## src/rtl/id_operand_latch_pkg.sv

```systemverilog
// Shared constants for the ID-to-EX operand stage: stall bus layout,
// register-bus width and the instruction word used for pipeline bubbles.
package id_operand_latch_pkg;

   localparam int STALL_W  = 6;
   localparam int REG_W    = 32;

   localparam int STALL_PC  = 0;
   localparam int STALL_IF  = 1;
   localparam int STALL_ID  = 2;
   localparam int STALL_EX  = 3;
   localparam int STALL_MEM = 4;
   localparam int STALL_WB  = 5;

   localparam logic [31:0] NOP_INST = 32'h0000_0000;

endpackage

```

## src/rtl/id_operand_latch_hold.sv

```systemverilog
// Per-operand resolve plus hold buffer: keeps a value captured during an
// ID stall so it stays correct after its producer has left the pipeline.
module id_operand_hold
   import id_operand_latch_pkg::*;
#(
   parameter int DATA_W = 32,
   parameter int ADDR_W = 5
) (
   input  logic              clk,
   input  logic              rst,
   input  logic [ADDR_W-1:0] raddr,
   input  logic [DATA_W-1:0] rf_rdata,
   input  logic              sel_forward,
   input  logic [DATA_W-1:0] forward_data,
   input  logic              wb_we,
   input  logic [ADDR_W-1:0] wb_waddr,
   input  logic [DATA_W-1:0] wb_wdata,
   input  logic              stall_id,
   input  logic              flush,
   output logic [DATA_W-1:0] operand
);

   logic              hold_valid;
   logic [DATA_W-1:0] hold_data;
   logic [ADDR_W-1:0] hold_addr;
   logic              tag_hit;
   logic              wb_hit;

   assign tag_hit = hold_valid && (hold_addr == raddr);
   assign wb_hit  = wb_we && (wb_waddr == raddr) && (raddr != '0);

   // resolve order: r0, live forward, held value, register file
   always_comb begin
      operand = rf_rdata;
      if (raddr == '0)
         operand = '0;
      else if (sel_forward)
         operand = forward_data;
      else if (tag_hit)
         operand = hold_data;
   end

   // capture while ID stalls; forward beats WB as the younger producer
   always_ff @(posedge clk) begin
      if (rst) begin
         hold_valid <= 1'b0;
         hold_data  <= '0;
         hold_addr  <= '0;
      end else if (flush || !stall_id) begin
         hold_valid <= 1'b0;
      end else if (sel_forward) begin
         hold_valid <= 1'b1;
         hold_data  <= forward_data;
         hold_addr  <= raddr;
      end else if (wb_hit) begin
         hold_valid <= 1'b1;
         hold_data  <= wb_wdata;
         hold_addr  <= raddr;
      end else if (hold_addr != raddr) begin
         hold_valid <= 1'b0;
      end
   end

endmodule

```

## src/rtl/id_operand_latch.sv

```systemverilog
// ID/EX pipeline register with per-operand hold buffers.
// Optional: define PIPE_LOAD_STALL_CNT_EN to add the load_stall_cnt counter.
module id_operand_latch
   import id_operand_latch_pkg::*;
#(
   parameter int DATA_W = 32,
   parameter int ADDR_W = 5,
   parameter int PC_W   = 32
) (
   input  logic               clk,
   input  logic               rst,
   input  logic [STALL_W-1:0] stall,
   input  logic               flush,
   input  logic               id_valid,
   input  logic [PC_W-1:0]    id_pc,
   input  logic [31:0]        id_inst,
   input  logic [ADDR_W-1:0]  rs_rf_raddr,
   input  logic [ADDR_W-1:0]  rt_rf_raddr,
   input  logic [DATA_W-1:0]  rf_rdata1,
   input  logic [DATA_W-1:0]  rf_rdata2,
   input  logic               sel_rs_forward,
   input  logic               sel_rt_forward,
   input  logic [DATA_W-1:0]  rs_forward_data,
   input  logic [DATA_W-1:0]  rt_forward_data,
   input  logic               stall_for_load,
   input  logic               wb_we,
   input  logic [ADDR_W-1:0]  wb_waddr,
   input  logic [DATA_W-1:0]  wb_wdata,
`ifdef PIPE_LOAD_STALL_CNT_EN
   output logic [31:0]        load_stall_cnt,
`endif
   output logic               ex_valid,
   output logic [PC_W-1:0]    ex_pc,
   output logic [31:0]        ex_inst,
   output logic [DATA_W-1:0]  ex_rs_data,
   output logic [DATA_W-1:0]  ex_rt_data,
   output logic               stallreq_id
);

   logic              stall_id;
   logic              stall_ex;
   logic [DATA_W-1:0] rs_operand;
   logic [DATA_W-1:0] rt_operand;

   assign stall_id = stall[STALL_ID];
   assign stall_ex = stall[STALL_EX];

   id_operand_hold #(
      .DATA_W(DATA_W),
      .ADDR_W(ADDR_W)
   ) u_rs_hold (
      .clk         (clk),
      .rst         (rst),
      .raddr       (rs_rf_raddr),
      .rf_rdata    (rf_rdata1),
      .sel_forward (sel_rs_forward),
      .forward_data(rs_forward_data),
      .wb_we       (wb_we),
      .wb_waddr    (wb_waddr),
      .wb_wdata    (wb_wdata),
      .stall_id    (stall_id),
      .flush       (flush),
      .operand     (rs_operand)
   );

   id_operand_hold #(
      .DATA_W(DATA_W),
      .ADDR_W(ADDR_W)
   ) u_rt_hold (
      .clk         (clk),
      .rst         (rst),
      .raddr       (rt_rf_raddr),
      .rf_rdata    (rf_rdata2),
      .sel_forward (sel_rt_forward),
      .forward_data(rt_forward_data),
      .wb_we       (wb_we),
      .wb_waddr    (wb_waddr),
      .wb_wdata    (wb_wdata),
      .stall_id    (stall_id),
      .flush       (flush),
      .operand     (rt_operand)
   );

   // ID/EX register: clear, bubble, advance or hold
   always_ff @(posedge clk) begin
      if (rst || flush) begin
         ex_valid   <= 1'b0;
         ex_pc      <= '0;
         ex_inst    <= NOP_INST;
         ex_rs_data <= '0;
         ex_rt_data <= '0;
      end else if (stall_id && !stall_ex) begin
         ex_valid   <= 1'b0;
         ex_pc      <= '0;
         ex_inst    <= NOP_INST;
         ex_rs_data <= '0;
         ex_rt_data <= '0;
      end else if (!stall_id) begin
         ex_valid   <= id_valid;
         ex_pc      <= id_pc;
         ex_inst    <= id_inst;
         ex_rs_data <= rs_operand;
         ex_rt_data <= rt_operand;
      end
   end

   // registered load-use request toward the stall controller
   always_ff @(posedge clk) begin
      if (rst || flush)
         stallreq_id <= 1'b0;
      else
         stallreq_id <= stall_for_load;
   end

`ifdef PIPE_LOAD_STALL_CNT_EN
   // saturating count of load-use stall cycles; survives flushes
   always_ff @(posedge clk) begin
      if (rst)
         load_stall_cnt <= '0;
      else if (stall_for_load && stall_id && (load_stall_cnt != 32'hFFFF_FFFF))
         load_stall_cnt <= load_stall_cnt + 32'd1;
   end
`endif

endmodule
```

## config.mk

```make
export PLATFORM = sky130hd
export DESIGN_NAME = id_operand_latch
export DESIGN_NICKNAME = d
export VERILOG_FILES = /design/src/rtl/id_operand_latch_pkg.sv /design/src/rtl/id_operand_latch_hold.sv /design/src/rtl/id_operand_latch.sv
export SDC_FILE = /design/constraint.sdc
export NUM_CORES = 1
export LEC_CHECK = 0
export ABC_AREA = 1
export CORE_MARGIN = 2
export CORE_UTILIZATION = 49
export DETAILED_ROUTE_END_ITERATION = 16
export PLACE_DENSITY_LB_ADDON = 0.12
export SYNTH_ARGS = -nofsm -noshare
export SYNTH_HDL_FRONTEND = slang
export SYNTH_SLANG_ARGS = --single-unit
```

## constraint.sdc

```tcl
create_clock -name clk -period 2.1 [get_ports clk]
set_clock_uncertainty 0.1 [all_clocks]
set_input_delay 0.42 -clock clk [delete_from_list [all_inputs] [get_ports clk]]
set_output_delay 0.42 -clock clk [all_outputs]
set_load 0.005 [all_outputs]
```

* After elaboration in Yosys (flattened, before gate mapping) *
Index checks and enable logic that the tools add are counted.

storage, ports and cells
  flip-flop bits (word level) = 206
  bits in latches = 0
  memory bits (writable) = 0
  memory bits (read-only) = 0
  input bits = 253
  memories = 0

cells by class
  add/subtract/negate cells = 0
  multipliers = 0
  divide/modulo/power cells = 0
  order comparisons = 0
  equal/unequal tests = 6
  shift-type cells = 0
  muxes and demuxes = 20
  bitwise gates (word level) = 1
  reductions and logical operators = 23

operator list
  cell                 number
  32-bit 2-to-1 mux    10
  5-bit equality test  4
  5-bit 2-to-1 mux     4
  5-bit zero test      2
  5-bit != test        2
  5-bit nonzero test   2
  1-bit logical AND    7
  1-bit 2-to-1 mux     6
  3-bit nonzero test   2
  2-bit AND reduction  2
  2-bit nonzero test   2
  2-bit OR reduction   2
  1-bit zero test      2
  1-bit logical OR     2
  1-bit inverter       1

* Logic depth before layout (Yosys ltp) *
Gate-level depths: netlist (run 1).

  depth in word-level cells = 5
  mapped depth = 11
  mapped depth without buffers = 10

* By module *
Synthesis (run 1) repeated with hierarchy kept, for this count alone.

unflattened totals
  cell total of the unflattened synthesis = 2056
  area total of the unflattened synthesis = 12205.5 um^2

by module, submodules not included
  module            times used  cells an instance  area an instance (um^2)
  id_operand_hold   2           552                3178.0
  id_operand_latch  1           952                5849.4

* Worst setup path after synthesis (run 1) *
OpenSTA, ideal clock, no wires.

  kind = input to register
  from = in stall[2]
  to = reg u_rs_hold.hold_data[15]
  library setup time = 0.115 ns
  arrival = 1.359 ns
  data required time = 1.885 ns
  slack = 0.526 ns
  stages on the path = 8
  cell sequence = buf_2 inv_2 nor2_2 buf_2 buf_1 nand3_1 nand2_1 nor2_1

between the ends
  longest elaborated chain between the ends = 4

RTL lines
  item                                  RTL line                     source
  from (decl)                           id_operand_latch.sv:12       input logic [STALL_W-1:0] stall,
  1-bit zero test                       id_operand_latch_hold.sv:49  end else if (flush || !stall_id) begin
  1-bit logical OR                      id_operand_latch_hold.sv:49
  1-bit inverter (no source line)       -
  2-bit AND reduction (no source line)  -
  to (signal assigned)                  id_operand_latch_hold.sv:53  hold_data <= forward_data;
  to (signal assigned)                  id_operand_latch_hold.sv:57  hold_data <= wb_wdata;
  to (decl)                             id_operand_latch_hold.sv:24  logic [DATA_W-1:0] hold_data;

No other way between the ends.
A chain may end at the register's enable or synchronous reset.

* Worst setup path in the final report (run 1) *
  from = reg ex_rt_data[17]
  to = out ex_rt_data[17]

RTL lines
  item                    RTL line                 source
  from (decl)             id_operand_latch.sv:36   output logic [DATA_W-1:0] ex_rt_data,
  from (signal assigned)  id_operand_latch.sv:103  ex_rt_data <= rt_operand;

No word-level cell between the ends.

==> results of run 1 <==
==> cells in the mapped netlist, drive strengths merged <==
master  number
o21ai        1
o211ai       6
xnor2        4
nor3         2
or2          2
clkbuf      45
a21boi      64
nand3      144
nor2        90
nand2      564
buf         83
dfxtp      206
nand4       64
a21oi      203
inv        158
==> state kept, by name, summed over array words and instances (netlist names) <==
name                  flops
ex_inst                  32
ex_pc                    32
ex_rs_data               32
ex_rt_data               32
ex_valid                  1
stallreq_id               1
u_rs_hold.hold_addr       5
u_rs_hold.hold_data      32
u_rs_hold.hold_valid      1
u_rt_hold.hold_addr       5
u_rt_hold.hold_data      32
u_rt_hold.hold_valid      1
==> worst min-delay path: stages <==
cell	delay, ps
buf_4	130
inv_2	140
nand2_1	90
a21oi_1	50
==> worst paths after layout <==
| kind | startpoint | endpoint |
|---|---|---|
| max | ex_rt_data[17]$_SDFFE_PP0N_ | ex_rt_data[17] |
| min reg2reg | ex_inst[16]$_SDFFE_PP0N_ | ex_inst[16]$_SDFFE_PP0N_ |
| min | stall[2] | ex_inst[25]$_SDFFE_PP0N_ |
| max reg2reg | u_rt_hold.hold_addr[3]$_SDFFE_PP0P_ | ex_rt_data[11]$_SDFFE_PP0N_ |
==> stage by stage <==
step                      total power, mW  instances  hold WS, ps  setup TNS, ps
after floorplan                     5.107       1636        351.6              0
after global placement              6.039       2213        341.5         -16070
after detailed placement            6.070       2213        354.8         -20730
after CTS                           10.26       2257        263.3              0
after global routing                10.61       2257        287.3              0
final                               10.21       2257        276.7              0
==> cell type report <==
class	count	area [um2]
fill	1757	5914
clock inverter	6	63.81
inverter	158	593.1
multi-input combinational	1144	5436
clock buffer	38	734.5
sequential	206	4124
timing repair buffer	425	4472
tap	280	350.3
==> metal layers <==
layer | wire (um) | up-vias
li1 | - | 5883
met3 | 3658 | 103
met2 | 17680 | 558
met4 | 1651 | 0
met5 | 0 | -
met1 | 14200 | 5425
==> power by group through the flow <==
| stage | Clock, mW | Combinational, mW | Sequential (mW) |
|---|---|---|---|
| finish | 4.20 | 1.88 | 4.13 |
| global route | 4.41 | 2.05 | 4.14 |
| CTS | 4.26 | 1.87 | 4.13 |
| detailed placement | 0 | 1.86 | 4.21 |
| global placement | 0 | 1.83 | 4.21 |
| floorplan | 0 | 0.900 | 4.21 |
==> logic make-up (layout without fill, tap and decap cells) <==
family | Yosys count | in the layout | synth area share
XOR/XNOR | 4 | 4 | 0.003252
AND/OR/NAND/NOR | 866 | 866 | 0.3413
buffers and inverters | 286 | 627 | 0.1144
AO/OA/AOI/OAI | 274 | 274 | 0.1582
flip-flops | 206 | 206 | 0.3829
==> impl_results.md, run 1 <==
- Status: finished clean
- Final worst path period share: 0.9309
- TritonCTS buffer count: 24
- Post-synthesis cell type count: 24
- Top delay family on crit path: buffers and inverters
- WP buf/inv: 1
- DR iter-0 viols: approximately 810
- WL/cell: between 15 and 20 um
- Crit path DAT: approximately 1400 ps
- Die ar.: 23,180 um2
- Switch share: 0.2645
- Mapped cell area: ~11,000 um2
- Met1 Use GR: 0.3701
- Die width: 152.3 um
- Fin util: 0.7273
- RePlAce Congestion: 0.9025
- Slowest cell on the critical path: clkdlybuf4s50_1
- Grt met3 use: 0.08476
- Post-Route WL: 37,190 um
- Clock Pin Slew Worst Setup and Hold Paths: roughly 60 ps
- Pre-CTS setup slack: -211.1 ps
- Fraction of layout cells with a size suffix above 1: 0.07941
- Commonest non-fill, non-tap cells in the layout: 560 x nand2_1, 377 x clkdlybuf4s50_1, 206 x dfxtp_1
- Gr usage total: 0.3078
- Worst reg2reg path depth: 10
- DRC Markers: 0
- Max-slew headroom: 0.6701
- Slew Viols, Final: 0
- Drt via density: 5.303
- Class of the worst hold path: in2reg
- Antenna Nets Post-Route: 0
- Layout area overhead: 46.44%
- WHS Path Cells: 4
- Synth warnings: 0
- Initial antenna violation count: 0
- Internal power: 7.512 mW
- # Post-CTS Setup Buffers: 0
- Clock power share: 0.412
- Worst Path Max Fanout: 2
- Vias: 11,970
- Synth area leader: dfxtp_1
- CTS Sinks: 206
- Worst path cell trace: clkdlybuf4s50_1
- Seq pwr share: 0.404
- IO buf count: 378
- CP Capture Type: output pin
- Rows: 54
- Critical path depth: 1
- Synth Register Bits: 206
- Clock tree buffer depth: 3
- Unrepaired setup endpoints after global routing: false
- Synth top area share: 0.3829
- Mapped Nets: 1,889
- Commonest non-fill, non-tap cell in the layout: nand2_1
- Top post-synthesis cells by area: dfxtp_1 38%, nand2_1 20%, a21oi_1 7.5%
- PnR worst setup slack: 145.2 ps
- # diodes: 0
- Avg Inst Size Synth: 6.584 um2
- Reg-to-reg slack, setup: 440 ps
- PwrDens: between 600 and 700 nW/um2
- Final Setup Violations: 0
- GRT Residual Overflow: 0
- Die Ht: 152.3 um
- Core area: roughly 22,000 um2
- I/O pins: around 380
- Initial Util: 0.4967
- Largest net degree at the start of global routing: 92
- Met2 Track Usage GR: 0.5204
- Tmin final: 1955 ps
- Leakage: 6.507 nW
- Max-cap check violation count: 0
- Sw Pwr: approximately 2.7 mW
- Hold_buf cts: 0
- Worst Max-Slew Pin Slew: 494.9 ps
- Setup crit start kind: flip-flop
- Combinational fraction of design power: 0.184
- FMAX: 511.6 MHz
- Final instance area: between 15,000 and 20,000 um2
- CTS tree: done
- Worst vdd ir: 0.5827 mV
- Most Used Layer, Global Route: met2
- Detail Placement HPWL: 26,420 um
- First-pass GRT wire length: 59,100 um
- CTS resizes: 0
- Final Hold Fails: 0
- Post-Synthesis Cells: approximately 1,600
- H-Tree Depth: 1
- Dpl cell area: 14,980 um2
- Worst Path Required: 1580 ps
- Worst-Skew Late Latency: 510 ps
- CP peak stage delay: 600 ps
- First-pass DRT Iterations: 5
- Vias in the first global route: approximately 12,000
- Sequential element share of the synthesized area: 0.3829
- Worst setup path class: reg2out
- Root buffer cell: clkbuf_16
- Layout Nets: 2,212
No activity file was read; power rests on OpenSTA's default activity.
==> run 2: changes to the inputs <==
- CAP_MARGIN: not set -> 20
==> results of run 2 <==
No change in the layout: final DEF, timing and power equal those of run 1.
